### config.mk
export PLATFORM = sky130hd
export DESIGN_NAME = clk_en_sched_flat
export DESIGN_NICKNAME = d
export VERILOG_FILES = /design/src/rtl/clk_sched_pkg.sv /design/src/rtl/clk_en_sched_if.sv /design/src/rtl/clk_div_counter.sv /design/src/rtl/clk_en_sched.sv /design/src/flat_wrapper.sv
export SDC_FILE = /design/constraint.sdc
export NUM_CORES = 1
export LEC_CHECK = 0
export CAP_MARGIN = 10
export CELL_PAD_IN_SITES_DETAIL_PLACEMENT = 1
export CELL_PAD_IN_SITES_GLOBAL_PLACEMENT = 2
export CORE_ASPECT_RATIO = 0.7
export CORE_UTILIZATION = 34
export CTS_BUF_LIST = sky130_fd_sc_hd__clkbuf_16
export DETAILED_ROUTE_END_ITERATION = 10
export PLACE_DENSITY_LB_ADDON = 0.1
export SETUP_SLACK_MARGIN = 0.5
export SYNTH_ARGS = -nofsm -noshare
export SYNTH_HDL_FRONTEND = slang
export SYNTH_SLANG_ARGS = --single-unit
export TNS_END_PERCENT = 30
### constraint.sdc
create_clock -name clk -period 3.55 [get_ports clk]
set_clock_uncertainty 0.1 [all_clocks]
set_input_delay 0.71 -clock clk [delete_from_list [all_inputs] [get_ports clk]]
set_output_delay 0.71 -clock clk [all_outputs]
set_load 0.01 [all_outputs]
### src/rtl/clk_sched_pkg.sv
// rtl/clk_sched_pkg.sv - shared types and defaults for the clock-enable scheduler
package clk_sched_pkg;

  localparam int DIV_W_DEF  = 16;
  localparam int TICK_W_DEF = 32;
  localparam int FREE_RUN   = 0;

  typedef enum logic [1:0] {
    IDLE = 2'd0,
    ARM  = 2'd1,
    RUN  = 2'd2,
    HOLD = 2'd3
  } state_t;

endpackage

### src/rtl/clk_en_sched_if.sv
// rtl/clk_en_sched_if.sv - run handshake, config and enable-train signals of clk_en_sched
interface clk_en_sched_if #(
  parameter int DIV_W  = clk_sched_pkg::DIV_W_DEF,
  parameter int TICK_W = clk_sched_pkg::TICK_W_DEF
) ();

  logic              run_req;
  logic              run_ack;
  logic [DIV_W-1:0]  cfg_div;
  logic [TICK_W-1:0] cfg_burst;
  logic              cfg_upd;
  logic              clk_en;
  logic              phase;
  logic [TICK_W-1:0] tick_count;
  logic              busy;
  logic              done;

  modport master (
    output run_req, cfg_div, cfg_burst, cfg_upd,
    input  run_ack, clk_en, phase, tick_count, busy, done
  );

  modport slave (
    input  run_req, cfg_div, cfg_burst, cfg_upd,
    output run_ack, clk_en, phase, tick_count, busy, done
  );

endinterface

### src/rtl/clk_div_counter.sv
// rtl/clk_div_counter.sv - divide counter with shadow ratio and pending reload on wrap
module clk_div_counter #(
  parameter int DIV_W = clk_sched_pkg::DIV_W_DEF
) (
  input  logic             clk,
  input  logic             rst_n,
  input  logic             load,
  input  logic [DIV_W-1:0] load_div,
  input  logic             run,
  input  logic             upd,
  input  logic [DIV_W-1:0] upd_div,
  output logic             wrap
);

  logic [DIV_W-1:0] cnt;
  logic [DIV_W-1:0] div_sh;
  logic [DIV_W-1:0] pend;
  logic             pend_v;

  assign wrap = run && (cnt == div_sh);

  always_ff @(posedge clk or negedge rst_n) begin
    if (!rst_n) begin
      cnt    <= '0;
      div_sh <= '0;
      pend   <= '0;
      pend_v <= 1'b0;
    end else if (load) begin
      cnt    <= '0;
      div_sh <= load_div;
      pend   <= '0;
      pend_v <= 1'b0;
    end else if (run) begin
      if (cnt == div_sh) begin
        cnt <= '0;
        // An update landing on the wrap edge governs the very next period.
        if (upd) begin
          div_sh <= upd_div;
        end else if (pend_v) begin
          div_sh <= pend;
        end
        pend_v <= 1'b0;
      end else begin
        cnt <= cnt + DIV_W'(1);
        if (upd) begin
          pend   <= upd_div;
          pend_v <= 1'b1;
        end
      end
    end
  end

endmodule

### src/rtl/clk_en_sched.sv
// rtl/clk_en_sched.sv - programmable-rate clock-enable scheduler with req/ack start/stop
module clk_en_sched
  import clk_sched_pkg::*;
#(
  parameter int DIV_W  = DIV_W_DEF,
  parameter int TICK_W = TICK_W_DEF
) (
  input logic           clk,
  input logic           rst_n,
  clk_en_sched_if.slave bus
);

  state_t            state;
  state_t            state_nx;
  logic [TICK_W-1:0] burst_sh;
  logic [TICK_W-1:0] tick_inc;
  logic [TICK_W-1:0] tick_nx;
  logic              wrap;
  logic              start;
  logic              final_tick;
  logic              ack_nx;
  logic              en_nx;
  logic              phase_nx;
  logic              done_nx;
  logic              busy_nx;

  clk_div_counter #(.DIV_W(DIV_W)) u_div (
    .clk      (clk),
    .rst_n    (rst_n),
    .load     (start),
    .load_div (bus.cfg_div),
    .run      (state == RUN),
    .upd      (bus.cfg_upd && (state == RUN)),
    .upd_div  (bus.cfg_div),
    .wrap     (wrap)
  );

  assign tick_inc   = bus.tick_count + TICK_W'(1);
  assign final_tick = wrap && (burst_sh != TICK_W'(FREE_RUN)) && (tick_inc == burst_sh);

  always_comb begin
    state_nx = state;
    start    = 1'b0;
    ack_nx   = bus.run_ack;
    en_nx    = 1'b0;
    done_nx  = 1'b0;
    phase_nx = bus.phase;
    tick_nx  = bus.tick_count;
    case (state)
      IDLE: begin
        if (bus.run_req) begin
          start    = 1'b1;
          tick_nx  = '0;
          phase_nx = 1'b0;
          state_nx = ARM;
        end
      end
      ARM: begin
        ack_nx   = 1'b1;
        state_nx = RUN;
      end
      RUN: begin
        // The closing burst tick still goes out even if req falls on that edge.
        if (wrap && (bus.run_req || final_tick)) begin
          en_nx    = 1'b1;
          tick_nx  = tick_inc;
          phase_nx = ~bus.phase;
          done_nx  = final_tick;
          if (final_tick) begin
            state_nx = HOLD;
          end
        end
        if (!bus.run_req) begin
          ack_nx   = 1'b0;
          state_nx = IDLE;
        end
      end
      HOLD: begin
        if (!bus.run_req) begin
          ack_nx   = 1'b0;
          state_nx = IDLE;
        end
      end
      default: state_nx = IDLE;
    endcase
    busy_nx = (state_nx != IDLE);
  end

  always_ff @(posedge clk or negedge rst_n) begin
    if (!rst_n) begin
      state          <= IDLE;
      burst_sh       <= '0;
      bus.run_ack    <= 1'b0;
      bus.clk_en     <= 1'b0;
      bus.phase      <= 1'b0;
      bus.tick_count <= '0;
      bus.busy       <= 1'b0;
      bus.done       <= 1'b0;
    end else begin
      state          <= state_nx;
      if (start) begin
        burst_sh <= bus.cfg_burst;
      end
      bus.run_ack    <= ack_nx;
      bus.clk_en     <= en_nx;
      bus.phase      <= phase_nx;
      bus.tick_count <= tick_nx;
      bus.busy       <= busy_nx;
      bus.done       <= done_nx;
    end
  end

endmodule

### src/flat_wrapper.sv
// flat-port wrapper written by rule: the top's interface ports become plain ports
module clk_en_sched_flat import clk_sched_pkg::*;
#(
  parameter int DIV_W  = DIV_W_DEF,
  parameter int TICK_W = TICK_W_DEF
)
  (clk, rst_n, bus_run_req, bus_cfg_div, bus_cfg_burst, bus_cfg_upd, bus_run_ack, bus_clk_en, bus_phase, bus_tick_count, bus_busy, bus_done);
  clk_en_sched_if #(.DIV_W(DIV_W), .TICK_W(TICK_W)) bus_i ();
  input logic clk;
  input logic rst_n;
  input wire logic [$bits(bus_i.run_req)-1:0] bus_run_req;
  input wire logic [$bits(bus_i.cfg_div)-1:0] bus_cfg_div;
  input wire logic [$bits(bus_i.cfg_burst)-1:0] bus_cfg_burst;
  input wire logic [$bits(bus_i.cfg_upd)-1:0] bus_cfg_upd;
  output wire logic [$bits(bus_i.run_ack)-1:0] bus_run_ack;
  output wire logic [$bits(bus_i.clk_en)-1:0] bus_clk_en;
  output wire logic [$bits(bus_i.phase)-1:0] bus_phase;
  output wire logic [$bits(bus_i.tick_count)-1:0] bus_tick_count;
  output wire logic [$bits(bus_i.busy)-1:0] bus_busy;
  output wire logic [$bits(bus_i.done)-1:0] bus_done;
  assign bus_i.run_req = bus_run_req;
  assign bus_i.cfg_div = bus_cfg_div;
  assign bus_i.cfg_burst = bus_cfg_burst;
  assign bus_i.cfg_upd = bus_cfg_upd;
  assign bus_run_ack = bus_i.run_ack;
  assign bus_clk_en = bus_i.clk_en;
  assign bus_phase = bus_i.phase;
  assign bus_tick_count = bus_i.tick_count;
  assign bus_busy = bus_i.busy;
  assign bus_done = bus_i.done;
  clk_en_sched #(.DIV_W(DIV_W), .TICK_W(TICK_W)) u_core (.clk(clk), .rst_n(rst_n), .bus(bus_i));
endmodule
==> impl_metrics.json <==
{
  "top_layer_used": "met4",
  "clock_latency_ns": 0.43,
  "ant_nets": 0,
  "crit_fanout": 10,
  "via_per_inst": 5.49,
  "route.met2.wl_um": 10100,
  "grt_pass1_wl_um": 37900,
  "wl_met1_um": 12800,
  "seq_area_um2": 3010,
  "sequentialPowerShare": 0.381,
  "gp_congestion": 0.886,
  "power_uw": 5650,
  "cts_made_buffers": 17,
  "synth_common_cells": "144 x nand2_1, 120 x dfrtp_1, 64 x nor2_1, 37 x mux2i_1",
  "crit_slowest_cell": "dfrtp_2",
  "fp.coreArea_um2": 19100,
  "fillers": 2182,
  "cts_tree": "yes",
  "final.min_clock_period_ns": 3.37,
  "clk_path_buf_depth": 2,
  "r2r_cells": 14,
  "yosys.area_share.xor_xnor": 0.0884,
  "yosysMostFrequentCell": "nand2_1",
  "synth_compound_area_frac": 0.122,
  "wl_per_cell_um": 21.4,
  "port_buffers": 88,
  "syn2layout_area_growth_pct": 37.4,
  "vias": 6315,
  "route.met3.wl_um": 1440,
  "grt_usage": 0.251,
  "cts_root_buffer": "clkbuf_16",
  "postSynthCellCount": 744,
  "ys_seq_area_frac": 0.446,
  "max_stage_delay_ns": 0.42,
  "max-slew-margin-rel": 0.276,
  "antenna_found_initial": 0,
  "rows": 42,
  "drtIter0Drc": 530,
  "synth_adder_area_share": 0.00371,
  "post-place-ws_ns": -0.109,
  "path_class": "flop to flop",
  "internal-power_uw": 3530,
  "grt_max_degree": 66,
  "grt_pass1_vias": 6449,
  "diodes": 0,
  "finalHoldViolCount": 0,
  "start_util": 0.352,
  "final_nets": 928,
  "wirelength_um": 24700,
  "fmax_ghz": 0.296,
  "drc": 0,
  "required_ns": 3.77,
  "drt_first_pass_iters": 6,
  "drive_gt1_frac": 0.170,
  "total_leakage_power_uw": 0.00419,
  "fp.dieW_um": 170,
  "synth.distinct_cells": 61,
  "muxShareOfSynthArea": 0.0566,
  "synthesis.nets": 798,
  "ir_drop_v": 0.000262,
  "min_path_type": "input pin to asynchronous set/reset pin",
  "drv_slew": 0,
  "ys_warn_count": 0,
  "maxCapViolations": 0,
  "gr-total-overflow": 0,
  "ys_ff_latch": 120,
  "synthTopCellsByArea": "dfrtp_1 45%, nand2_1 8.0%, mux2i_1 5.5%",
  "power_density_nw_per_um2": 610,
  "netlist_area_um2": 6740,
  "clk_pin_slew_ns": 0.06,
  "synth_edf_count": 0,
  "die_y_um": 120,
  "p_sw_frac": 0.375,
  "clock_sinks": 120,
  "hpwl_um": 17100,
  "synth_top_area_frac": 0.446,
  "setup_violations": 0,
  "synth_top_family_by_area": "simple AND/OR/NAND/NOR gates",
  "cp-end-kind": "flop",
  "multi_input_area_um2": 3730,
  "syn_area_per_cell_um2": 9.06,
  "die-area_um2": 20400,
  "outcome": "complete, no violations",
  "fin_util": 0.484,
  "async_reset_ff_frac": 1.00,
  "period_share": 0.951,
  "postLayoutSetupSlackWorst_ns": 0.175,
  "rsz0062_at_grt": "yes",
  "combPwrFrac": 0.312,
  "p_clk_frac": 0.307,
  "cts_max_level": 4,
  "switching_power_uw": 2120,
  "worst_pin_slew_ns": 1.09,
  "num_io_pins": 89,
  "yosys.area_share.simple": 0.247,
  "crit_chain": "nand4_1 -> buf_4 -> buf_4 -> nor3_4 -> buf_6 -> and3_4 -> xnor2_1 -> and4b_1 -> and4b_2 -> a41o_4 -> buf_4 -> clkbuf_16 -> and3_1 -> a211o_1",
  "crit_path_start_kind": "flop",
  "worstPathArrival_ns": 3.60,
  "synth_ff_type": "dfrtp_1",
  "cpMostUsedCell": "buf_4",
  "synth_area_leader_cell": "dfrtp_1"
}
## cells by family after synthesis
group / count (synthesis)
xor+xnor: 68
mux: 38
simple gates: 343
compound gates: 118
flops: 120
fa+ha+maj: 2
buf+inv: 55
## cells in the final DEF, fill, tap and decap left out, types with 6 or more instances in the layout
| cell type | synthesis | final |
|---|---|---|
| a21oi_1 | 18 | 16 |
| a31oi_1 | 6 | 6 |
| a41o_1 | 14 | 13 |
| and3_1 | 15 | 14 |
| and4_1 | 10 | 10 |
| buf_12 | 0 | 6 |
| buf_4 | 0 | 56 |
| clkbuf_16 | 0 | 19 |
| clkdlybuf4s50_1 | 0 | 87 |
| dfrtp_1 | 120 | 113 |
| dfrtp_2 | 0 | 7 |
| inv_1 | 7 | 7 |
| mux2i_1 | 37 | 37 |
| nand2_1 | 144 | 143 |
| nand3_1 | 25 | 23 |
| nand4_1 | 17 | 17 |
| nor2_1 | 64 | 63 |
| nor3_1 | 8 | 6 |
| nor4_1 | 20 | 15 |
| o21ai_0 | 34 | 33 |
| or3_1 | 7 | 6 |
| xnor2_1 | 34 | 34 |
| xor2_1 | 34 | 34 |
## critical path, delay by kind of cell, from the launching register on
family | cells | cell delay (ns)
xor gates and xnor gates | 1 | 0.06
and+or+nand+nor | 6 | 1.34
DFF | 1 | 0.42
buffers and inverters | 5 | 0.82
AOI/OAI and AO/OA | 2 | 0.53
## per-layer routing
metal / up-vias / track usage
met2: 195 / 0.344
met3: 31 / 0.0524
met5: - / 0
li1: 2899 / -
met1: 3190 / 0.386
met4: 0 / 0.0783
## power by group through the flow
| stage | sequential [uW] | clock (uW) | combinational, uW |
|---|---|---|---|
| after detailed placement | 2170 | 0 | 1690 |
| after CTS | 2150 | 1770 | 1730 |
| after global routing | 2200 | 1820 | 1970 |
| after floorplan | 2020 | 0 | 1150 |
| after global placement | 2160 | 0 | 1620 |
| final | 2150 | 1740 | 1760 |
## final timing paths
path | startpoint | slack, ns | endpoint
max | u_core.bus.tick_count[0]$_DFFE_PN0P_ | 0.18 | u_core.bus.tick_count[14]$_DFFE_PN0P_
min | rst_n | 0.16 | u_core.u_div.pend[0]$_DFFE_PN0P_
max reg2reg | u_core.bus.tick_count[0]$_DFFE_PN0P_ | 0.18 | u_core.bus.tick_count[14]$_DFFE_PN0P_
min reg2reg | u_core.u_div.div_sh[1]$_DFFE_PN0P_ | 0.40 | u_core.u_div.div_sh[1]$_DFFE_PN0P_
max in group asynchronous | rst_n | 2.29 | u_core.bus.tick_count[10]$_DFFE_PN0P_
min in group clk | u_core.u_div.div_sh[1]$_DFFE_PN0P_ | 0.40 | u_core.u_div.div_sh[1]$_DFFE_PN0P_
## area by class of cell
class | count | area share
clock buffer | 17 | 0.0460
clock inverter | 15 | 0.0165
inverter | 7 | 0.00284
multi-input combinational | 570 | 0.402
sequential | 120 | 0.325
tap | 264 | 0.0357
timing repair buffer | 158 | 0.171
## stage by stage
| step | hold WS (ns) | TNS, ns | area, um^2 | cells |
|---|---|---|---|---|
| after global routing | 0.200 | 0 | 9260 | 1151 |
| after floorplan | 0.314 | 0 | 6860 | 744 |
| after CTS | 0.165 | 0 | 9040 | 1138 |
| after global placement | 0.380 | 0 | 8150 | 1089 |
| final | 0.157 | 0 | 9260 | 1151 |
| after detailed placement | 0.391 | -0.529 | 8150 | 1089 |
## flip-flops by register name, indices dropped and copies added, names as in the netlist, 2 cells and up
register,flops
u_core.u_div.div_sh,16
u_core.u_div.pend,16
u_core.state,2
u_core.burst_sh,32
u_core.u_div.cnt,16
u_core.bus.tick_count,32
## repair_timing
item | 4_1_cts | 5_1_grt
hold buffers | 0 | 0
setup endpoints to repair | 35 | 35
cloned | 3 | 3
pin swaps | 5 | 21
gates resized for setup | 24 | 15
setup buffers | 14 | 10
Power figures use the tool's default switching activity.
